`src/rtl/zaxxon_snd_pkg.sv`:
```
// zaxxon_snd_pkg: shared widths, default duration table and voice state for the sound scheduler
package zaxxon_snd_pkg;
  localparam int NUM_TRIG = 8;
  localparam int TW = 3;
  localparam int DUR_W = 10;
  localparam logic [NUM_TRIG-1:0][DUR_W-1:0] DEFAULT_DUR = {
    10'd0, 10'd150, 10'd500, 10'd50, 10'd300, 10'd80, 10'd120, 10'd200
  };
  typedef struct packed {
    logic             active;
    logic [TW-1:0]    sel;
    logic [DUR_W-1:0] cnt;
  } voice_t;
  function automatic logic [3:0] gain_of(input logic [DUR_W-1:0] cnt, input int shift);
    logic [DUR_W-1:0] s;
    s = cnt >> shift;
    return |s[DUR_W-1:4] ? 4'hf : s[3:0];
  endfunction
endpackage

```
`src/rtl/zaxxon_snd_voice.sv`:
```
// zaxxon_snd_voice: one voice slot with load, tick countdown, expiry and registered gain
module zaxxon_snd_voice
  import zaxxon_snd_pkg::*;
#(
  parameter int GAIN_SHIFT = 4
) (
  input  logic             clk_sys,
  input  logic             reset,
  input  logic             tick,
  input  logic             load,
  input  logic [TW-1:0]    load_sel,
  input  logic [DUR_W-1:0] load_dur,
  output logic             active,
  output logic [TW-1:0]    sel,
  output logic             start,
  output logic [3:0]       gain
);
  voice_t st, nxt;
  assign nxt = load ? '{1'b1, load_sel, load_dur} :
               (tick && st.active) ? '{st.cnt != DUR_W'(1), st.sel, st.cnt - 1'b1} : st;
  assign active = st.active;
  assign sel = st.sel;
  always_ff @(posedge clk_sys) begin
    if (reset) begin
      st <= '0;
      start <= 1'b0;
      gain <= '0;
    end else begin
      st <= nxt;
      start <= load;
      gain <= nxt.active ? gain_of(nxt.cnt, GAIN_SHIFT) : 4'd0;
    end
  end
endmodule

```
`src/rtl/zaxxon_sound_scheduler.sv`:
```
// zaxxon_sound_scheduler: edge-detects sound triggers, queues them and allocates them onto shared voice slots
module zaxxon_sound_scheduler
  import zaxxon_snd_pkg::*;
#(
  parameter int NUM_VOICES = 2,
  parameter int TICK_DIV = 48000,
  parameter int GAIN_SHIFT = 4
) (
  input  logic                     clk_sys,
  input  logic                     reset,
  input  logic [NUM_TRIG-1:0]      trig,
  input  logic                     cfg_we,
  input  logic [TW-1:0]            cfg_addr,
  input  logic [DUR_W-1:0]         cfg_dur,
  output logic [NUM_VOICES-1:0]    voice_active,
  output logic [NUM_VOICES*TW-1:0] voice_sel,
  output logic [NUM_VOICES-1:0]    voice_start,
  output logic [NUM_VOICES*4-1:0]  voice_gain,
  output logic                     drop
);
  localparam int PW = TICK_DIV > 1 ? $clog2(TICK_DIV) : 1;
  logic [NUM_TRIG-1:0] trig_q, pend, rise, clr;
  logic [NUM_TRIG-1:0][DUR_W-1:0] dur;
  logic [PW-1:0] pre;
  logic tick, any_pend, zero_dur, take;
  logic [TW-1:0] win;
  logic [NUM_VOICES-1:0] match, free, match_1h, free_1h, load;
  assign rise = trig & ~trig_q;
  assign tick = pre == PW'(TICK_DIV - 1);
  always_comb begin
    win = '0;
    for (int i = NUM_TRIG - 1; i >= 0; i--) win = pend[i] ? TW'(i) : win;
  end
  for (genvar v = 0; v < NUM_VOICES; v++) begin : g_voice
    assign match[v] = voice_active[v] && voice_sel[v*TW +: TW] == win;
    assign free[v] = !voice_active[v];
    zaxxon_snd_voice #(.GAIN_SHIFT(GAIN_SHIFT)) u_voice (
      .clk_sys (clk_sys),
      .reset   (reset),
      .tick    (tick),
      .load    (load[v]),
      .load_sel(win),
      .load_dur(dur[win]),
      .active  (voice_active[v]),
      .sel     (voice_sel[v*TW +: TW]),
      .start   (voice_start[v]),
      .gain    (voice_gain[v*4 +: 4])
    );
  end
  // retrigger an already-playing slot first, otherwise take the lowest free one; never steal
  assign match_1h = match & (~match + 1'b1);
  assign free_1h = free & (~free + 1'b1);
  assign any_pend = |pend;
  assign zero_dur = dur[win] == '0;
  assign load = (!any_pend || zero_dur) ? '0 : |match ? match_1h : free_1h;
  assign take = any_pend && (zero_dur || |load);
  assign clr = take ? NUM_TRIG'(1) << win : '0;
  always_ff @(posedge clk_sys) begin
    if (reset) begin
      trig_q <= '1;
      pend <= '0;
      pre <= '0;
      dur <= DEFAULT_DUR;
      drop <= 1'b0;
    end else begin
      trig_q <= trig;
      pend <= (pend & ~clr) | rise;
      pre <= tick ? '0 : pre + 1'b1;
      drop <= |(rise & pend & ~clr);
      if (cfg_we) dur[cfg_addr] <= cfg_dur;
    end
  end
endmodule

```
`config.mk`:
```
export PLATFORM = sky130hd
export DESIGN_NAME = zaxxon_sound_scheduler
export DESIGN_NICKNAME = d
export VERILOG_FILES = /design/src/rtl/zaxxon_snd_pkg.sv /design/src/rtl/zaxxon_snd_voice.sv /design/src/rtl/zaxxon_sound_scheduler.sv
export SDC_FILE = /design/constraint.sdc
export NUM_CORES = 1
export LEC_CHECK = 0
export ABC_CLOCK_PERIOD_IN_PS = 8100
export CELL_PAD_IN_SITES_DETAIL_PLACEMENT = 1
export CELL_PAD_IN_SITES_GLOBAL_PLACEMENT = 1
export CORE_AREA = 3 3 115 139
export DETAILED_ROUTE_END_ITERATION = 10
export DIE_AREA = 0 0 118 142
export GPL_TIMING_DRIVEN = 0
export HOLD_SLACK_MARGIN = 0.05
export PLACE_DENSITY_LB_ADDON = 0.1
export SLEW_MARGIN = 20
export SYNTH_ARGS = -nofsm -noshare
export SYNTH_HDL_FRONTEND = slang
export SYNTH_SLANG_ARGS = --single-unit
export TNS_END_PERCENT = 30
```
`constraint.sdc`:
```
create_clock -name clk_sys -period 8.1 [get_ports clk_sys]
set_input_delay 0.81 -clock clk_sys [delete_from_list [all_inputs] [get_ports clk_sys]]
set_output_delay 0.81 -clock clk_sys [all_outputs]
set_load 0.1 [all_outputs]
```
# --- Yosys cells after proc, flatten, opt, wreduce, memory -nomap -nowiden ---
# Cells that the tools add are included.
word_totals:
  out_inout_bits: 19
  regBits: 151
  in_bits: 24
  word_cells: 96
op_classes:
  n_mux: 22
  n_addsub: 5
  reduce_logical: 23
  eq_ne: 5
  bitwise_logic: 13
  n_shift: 1
  magnitude_cmp: 3
ops:
  columns: ["op", "count"]
  rows:
  - ["bitwise mux 80 bit", 1]
  - ["2-to-1 mux 14 bit", 4]
  - ["bitwise AND 8 bit", 4]
  - ["binary-select mux 10 bit (select 3 bit)", 1]
  - ["demux 10 bit (select 3 bit)", 1]
  - ["2-to-1 mux 3 bit", 8]
  - ["2-to-1 mux 10 bit", 2]
  - ["inequality test 10 x 1 -> 1 bit (second input constant)", 2]
  - ["subtractor 10 x 1 -> 10 bit (second input constant)", 2]
  - ["adder 16 x 1 -> 16 bit (second input constant)", 1]
  - ["equality test 16 bit (second input constant)", 1]
  - ["inverter 8 bit", 2]
  - ["OR reduction 8 bit", 2]
  - ["OR reduction 2 bit", 7]
  - ["zero test 10 bit", 1]
  - ["less-than comparator 3 x 4 -> 1 bit (second input constant)", 2]
  - ["2-to-1 mux 4 bit", 2]
  - ["2-to-1 mux 8 bit", 1]
  - ["bitwise OR 8 bit", 1]
  - ["<< shifter 1 x 3 -> 8 bit (first input constant)", 1]
  - ["equality test 3 bit", 2]
  - ["logical AND 1 bit", 6]
  - ["adder 2 x 1 -> 2 bit (second input constant)", 2]
  - ["bitwise AND 2 bit", 2]
  - ["other kinds (7)", 14]

# --- Depth between registers and ports, before layout ---
logic_depth:
  ltp_word: 22
  ltp_mapped: 14
  mapped_depth_nobuf: 10

# --- Modules after synthesis ---
# Synthesis repeated with hierarchy kept, for this count alone.
unflattened:
  cells_unflattened: 849
  hier_area_um2: 7144.4
by_module_without_submodules:
  columns: ["module", "cells_each", "seq_area_each_um2", "instances", "area_each_um2"]
  rows:
  - ["zaxxon_sound_scheduler", 651, 2262.2, 1, 5280.1]
  - ["zaxxon_snd_voice", 99, 380.4, 2, 932.1]

# --- Worst setup path before layout ---
# Ideal clock, no wire load.
synth_timing:
  path_type: "flip-flop to flip-flop"
  start: "register pend[3]"
  end: "register g_voice[1].u_voice.gain[3]"
  t_arrival_ps: 2877
  synth_period_minus_slack_ps: 2992
  path_stages_with_launch: 13
  path_slack_ps: 5108
  setup_time_ps: 115
  required_time_ps: 7985
  path_buffers: 3
  path_cell_list: "dfxtp_1 -> buf_2 -> or4_1 -> buf_2 -> a211o_1 -> a221oi_2 -> a32o_2 -> nand4_2 -> nor3_4 -> a211o_1 -> buf_6 -> mux2_4 -> o21a_1"
synth_between:
  elab_chain_cells: 14
  word_cells_on_any_way: 25
  classes_between: "add/sub (1); eq/ne (2); mux (10); bitwise (3); reduce/logical (9)"
synth_lines:
  columns: ["item", "line", "text"]
  rows:
  - ["start, declared", "zaxxon_sound_scheduler.sv:22", "logic [NUM_TRIG-1:0] trig_q, pend, rise, clr;"]
  - ["start signal, assigned", "zaxxon_sound_scheduler.sv:67", "pend <= (pend & ~clr) | rise;"]
  - ["2-to-1 mux 3 bit (4 in series)", "zaxxon_sound_scheduler.sv:32", "for (int i = NUM_TRIG - 1; i >= 0; i--) win = pend[i] ? TW'(i) : win;"]
  - ["equality test 3 bit", "zaxxon_sound_scheduler.sv:35", "assign match[v] = voice_active[v] && voice_sel[v*TW +: TW] == win;"]
  - ["logical AND 1 bit", "zaxxon_sound_scheduler.sv:35", null]
  - ["inverter 2 bit", "zaxxon_sound_scheduler.sv:51", "assign match_1h = match & (~match + 1'b1);"]
  - ["adder 2 x 1 -> 2 bit", "zaxxon_sound_scheduler.sv:51", null]
  - ["bitwise AND 2 bit", "zaxxon_sound_scheduler.sv:51", null]
  - ["2-to-1 mux 2 bit (2 in series)", "zaxxon_sound_scheduler.sv:55", "assign load = (!any_pend || zero_dur) ? '0 : |match ? match_1h : free_1h;"]
  - ["2-to-1 mux 14 bit (*)", "zaxxon_snd_voice.sv:19", "assign nxt = load ? '{1'b1, load_sel, load_dur} :"]
  - ["OR reduction 2 bit or inverter 1 bit (tied branches)", null, null]
  - ["2-to-1 mux 4 bit or OR reduction 2 bit (tied branches)", null, null]
  - ["end signal, assigned", "zaxxon_snd_voice.sv:31", "gain <= nxt.active ? gain_of(nxt.cnt, GAIN_SHIFT) : 4'd0;"]
  - ["end, declared", "zaxxon_snd_voice.sv:16", "output logic [3:0] gain"]
# Mark *: on every way between the ends. The rest lies on a longest branch, timed or not. The select of a mux whose other input is x is not followed.
# A chain may end at the register's enable or synchronous reset.

# --- Worst setup path in the final report ---
layout_timing:
  start: "register pend[5]"
  end: "register g_voice[0].u_voice.gain[3]"
layout_between:
  elab_chain_cells: 16
  word_cells_on_any_way: 27
  classes_between: "add/sub (1); eq/ne (2); mux (12); bitwise (3); reduce/logical (9)"
layout_lines:
  columns: ["item", "line"]
  rows:
  - ["2-to-1 mux 3 bit (6 in series)", "zaxxon_sound_scheduler.sv:32"]
  - ["equality test 3 bit", "zaxxon_sound_scheduler.sv:35"]
  - ["logical AND 1 bit", "zaxxon_sound_scheduler.sv:35"]
  - ["inverter 2 bit", "zaxxon_sound_scheduler.sv:51"]
  - ["adder 2 x 1 -> 2 bit", "zaxxon_sound_scheduler.sv:51"]
  - ["bitwise AND 2 bit", "zaxxon_sound_scheduler.sv:51"]
  - ["2-to-1 mux 2 bit (2 in series)", "zaxxon_sound_scheduler.sv:55"]
  - ["2-to-1 mux 14 bit (*)", "zaxxon_snd_voice.sv:19"]
  - ["OR reduction 2 bit or inverter 1 bit (tied branches)", null]
  - ["2-to-1 mux 4 bit or OR reduction 2 bit (tied branches)", null]
  - ["end signal, assigned", "zaxxon_snd_voice.sv:31"]
  - ["end, declared", "zaxxon_snd_voice.sv:16"]
# Marked as above.

==> flow_metrics.tcl <==
set metrics [dict create \
    kind_of_critical_path "reg -> reg" \
    netlist_instances 860 \
    cts_max_level 4 \
    synth_fp_nets 889 \
    slew_headroom_pct 24.5 \
    regToRegSetupSlack_ns 3.74 \
    report.final.setup_viol 0 \
    yosys_warnings 0 \
    critical_path_buf_inv_count 3 \
    whs_endpoint "dur[43]$_SDFFE_PP0P_" \
    share_of_synthesized_area_occupied_by_flip_flops_and_latches_pct 42.0 \
    routed_wire_length_per_instance_um 21.9 \
    p_leak_uw 0.00312 \
    syn_to_final_growth_pct 16.6 \
    cts_tree "built" \
    clock_share_of_power_pct 38.9 \
    cts-hold-fix-buffers 0 \
    routed-via-count 6707 \
    port_buffers 30 \
    fin_crit_sh_pct 53.8 \
    detailed_place_hpwl_mm 17.3 \
    post_cts_resize_count 0 \
    timing.hold.worst.class "reg -> reg" \
    multiInputGateArea_sq_um 3750 \
    post_synth_main_area_contributors "sky130_fd_sc_hd__dfxtp_1, sky130_fd_sc_hd__nand2_1, sky130_fd_sc_hd__a21oi_1, sky130_fd_sc_hd__nor2_1, sky130_fd_sc_hd__mux2i_1" \
    worstRegToRegCells 12 \
    totalNegativeSetupSlack_ns 0 \
    die_h_um 142 \
    power.net_switching_uw 702 \
    timing_worst_slew_pin_value_ns 1.12 \
    clkLatencyLatePin_ns 0.44 \
    async_flop_share_pct 0 \
    grt_pass1_wl_mm 38.8 \
    grt_antenna_before_repair 0 \
    syn_avg_cell_area_sq_um 8.36 \
    crit_path_cell_trace "buf_2, nor4_2, nor2_2, buf_2, a21o_1, a2111oi_0, nor2_1, nor2_1, a211oi_2, buf_6, mux2i_1, a21oi_1" \
    finalWorstPathRequiredPeriod_ns 4.36 \
    run_status "completed" \
    worstReg2RegEnd "g_voice[0].u_voice.gain[3]$_SDFF_PP0_" \
    pwr-share-comb_pct 23.2 \
    ys_types 67 \
    grt_pass1_vias 7151 \
    synth-edff-count 0 \
    filler_cell_count 1785 \
    dp_cells 1094 \
    worstPathMaxFanout 10 \
    hold_slack_ns 0.454 \
    final-instance-count-excl-fill 1124 \
    die_width_um 118 \
    synth_largest_area_cell "sky130_fd_sc_hd__dfxtp_1" \
    mappedNetlistArea_sq_um 7190 \
    global_route.usage.total_pct 30.2 \
    overflow 0 \
    max_ir_drop_vdd_v 0.000141 \
    core.rowCount 49 \
    post_route_antenna_net_violation_count 0 \
    final_layout_size_suffix_gt1_share_pct 11.2 \
    worst-endpoint-required_ns 8.40 \
    place.gp.congestion 0.918 \
    report.final.hold_viol_count 0 \
    slew_violations 0 \
    path_clk_slew_ns 0.06 \
    min_delay_path_depth 2 \
    pin_count_of_the_biggest_net_entering_global_routing 17 \
    coreArea_sq_um 14900 \
    clock_tree.buffer_depth 2 \
    vias_per_cell 5.97 \
    p_sw_share_pct 32.1 \
    internal_power_uw 1480 \
    worstHoldStart "dur[43]$_SDFFE_PP0P_" \
    clock.fmax_ghz 0.229 \
    power.sequential.fraction_pct 37.9 \
    cts_setup_buffers 0 \
    crit_family "simple AND/OR/NAND/NOR gates" \
    start_util_pct 48.3 \
    routed_wl_mm 24.7 \
    synth.top_cell.area_share_pct 42.0 \
    critPathArrivalTime_ns 4.65 \
    most_frequent_cell_after_synthesis "sky130_fd_sc_hd__nand2_1" \
    ys_top_cells_by_count "sky130_fd_sc_hd__nand2_1, sky130_fd_sc_hd__dfxtp_1, sky130_fd_sc_hd__nor2_1" \
    p_per_area_nw_per_um2 261 \
    endpoint_kind "flop" \
    final_nets 938 \
    antennaDiodeCount 0 \
    numCtsBuffers 17 \
    primary_flip_flop_cell_chosen_by_synthesis_mapping "sky130_fd_sc_hd__dfxtp_1" \
    floorplan.io_pins 43 \
    total_drc_errors_in_the_routed_layout 0 \
    setup.worst_path.start_class "flop" \
    cp_slowest_cell "sky130_fd_sc_hd__a2111oi_0" \
    max-cap-violations 0 \
    maximum_clock_skew_at_final_layout_ns 0.0136 \
    synth.ff_latch_count 151 \
    clock-root-buffer "sky130_fd_sc_hd__clkbuf_16" \
    cpPeakStageDelay_ns 0.82 \
    rsz0062_at_grt "false" \
    tritoncts_num_sinks 151 \
    timing.rr.start "pend[5]$_SDFF_PP0_" \
    register_area_sq_um 3020 \
    fp.dieArea_sq_um 16800 \
    first_pass_iters 5 \
    final_core_util_pct 56.3 \
    detail_route.iter0.violations 532 \
]
-- through the flow --
step	power, uW	setup slack, ns	instance area, sq um
floorplan	1190	5.11	7190
global placement	1320	3.73	7750
detailed placement	1340	3.72	7750
CTS	2190	3.68	8380
global route	2260	3.42	8390
finish	2190	3.74	8390
-- registers in the layout, indices dropped and copies added, names as in the netlist, 2 cells and up --
name and cells:
dur 80, g_voice.u_voice.st 20, pre 16, g_voice.u_voice.gain 8
pend 8, trig_q 8, g_voice.u_voice.sel 6, g_voice.u_voice.active 2
g_voice.u_voice.start 2
-- kinds of logic (layout without fill, tap and decap cells) --
kind of cell / Yosys count / count (layout) / share of synthesized area (%)
buffers and inverters: 90 / 150 / 6.04
muxes: 28 / 28 / 4.17
adders and majority gates: 5 / 5 / 0.870
and+or+nand+nor: 367 / 367 / 24.4
AOI/OAI and AO/OA: 184 / 184 / 18.2
DFF: 151 / 151 / 42.0
xor gates and xnor gates: 35 / 35 / 4.26
-- how the worst max path moves through the flow --
stage / depth (start not counted) / from / slack [ns] / endpoint
2_1_floorplan: 12 / pend[3]$_SDFF_PP0_ / 5.11 / g_voice[1].u_voice.gain[3]$_SDFF_PP0_
3_3_place_gp: 12 / pend[5]$_SDFF_PP0_ / 3.73 / g_voice[1].u_voice.gain[3]$_SDFF_PP0_
3_5_place_dp: 12 / pend[5]$_SDFF_PP0_ / 3.72 / g_voice[0].u_voice.gain[3]$_SDFF_PP0_
4_1_cts: 12 / pend[5]$_SDFF_PP0_ / 3.68 / g_voice[0].u_voice.gain[3]$_SDFF_PP0_
5_1_grt: 12 / pend[5]$_SDFF_PP0_ / 3.42 / g_voice[0].u_voice.gain[3]$_SDFF_PP0_
6_report: 12 / pend[5]$_SDFF_PP0_ / 3.74 / g_voice[0].u_voice.gain[3]$_SDFF_PP0_
-- worst min-delay path, delay by kind of cell, from the launching register on --
kind | cells | cell delay (ns)
compound gates | 1 | 0.05
flops | 1 | 0.31
simple gates | 1 | 0.05
-- area by class of cell --
class                   instances  area share [%]
multi-input cells             619            44.7
clock inverters                11            2.07
repair buffers                 30            3.58
inverters                      27            1.21
flip-flops and latches        151            36.0
well taps                     204            3.04
clock buffers                  19            5.40
plain buffers                  63            3.97
-- placed cells by master, fill, tap and decap left out, types with 18 or more instances in the layout --
master,n
sky130_fd_sc_hd__a21oi_1,65
sky130_fd_sc_hd__inv_1,27
sky130_fd_sc_hd__dfxtp_1,151
sky130_fd_sc_hd__nor2_1,86
sky130_fd_sc_hd__xnor2_1,19
sky130_fd_sc_hd__clkbuf_1,31
sky130_fd_sc_hd__nand3b_1,18
sky130_fd_sc_hd__nand2_1,153
sky130_fd_sc_hd__mux2i_1,23
sky130_fd_sc_hd__clkdlybuf4s50_1,30
-- power by group through the flow --
| stage | clock, uW | combinational, uW | sequential, uW |
|---|---|---|---|
| 2_1_floorplan | 0 | 313 | 882 |
| 3_3_place_gp | 0 | 484 | 839 |
| 3_5_place_dp | 0 | 498 | 842 |
| 4_1_cts | 857 | 504 | 828 |
| 5_1_grt | 889 | 541 | 833 |
| 6_report | 851 | 507 | 828 |
-- per-layer routing --
| metal | GRT usage, % | up-vias | share of wire (%) |
|---|---|---|---|
| met4 | 17.5 | 0 | 4.9 |
| met1 | 32.8 | 3310 | 39 |
| met3 | 6.08 | 83 | 4.9 |
| met5 | 0 | - | 0 |
| li1 | - | 3086 | - |
| met2 | 54.7 | 228 | 51 |
(Power assumes the default switching activity.)
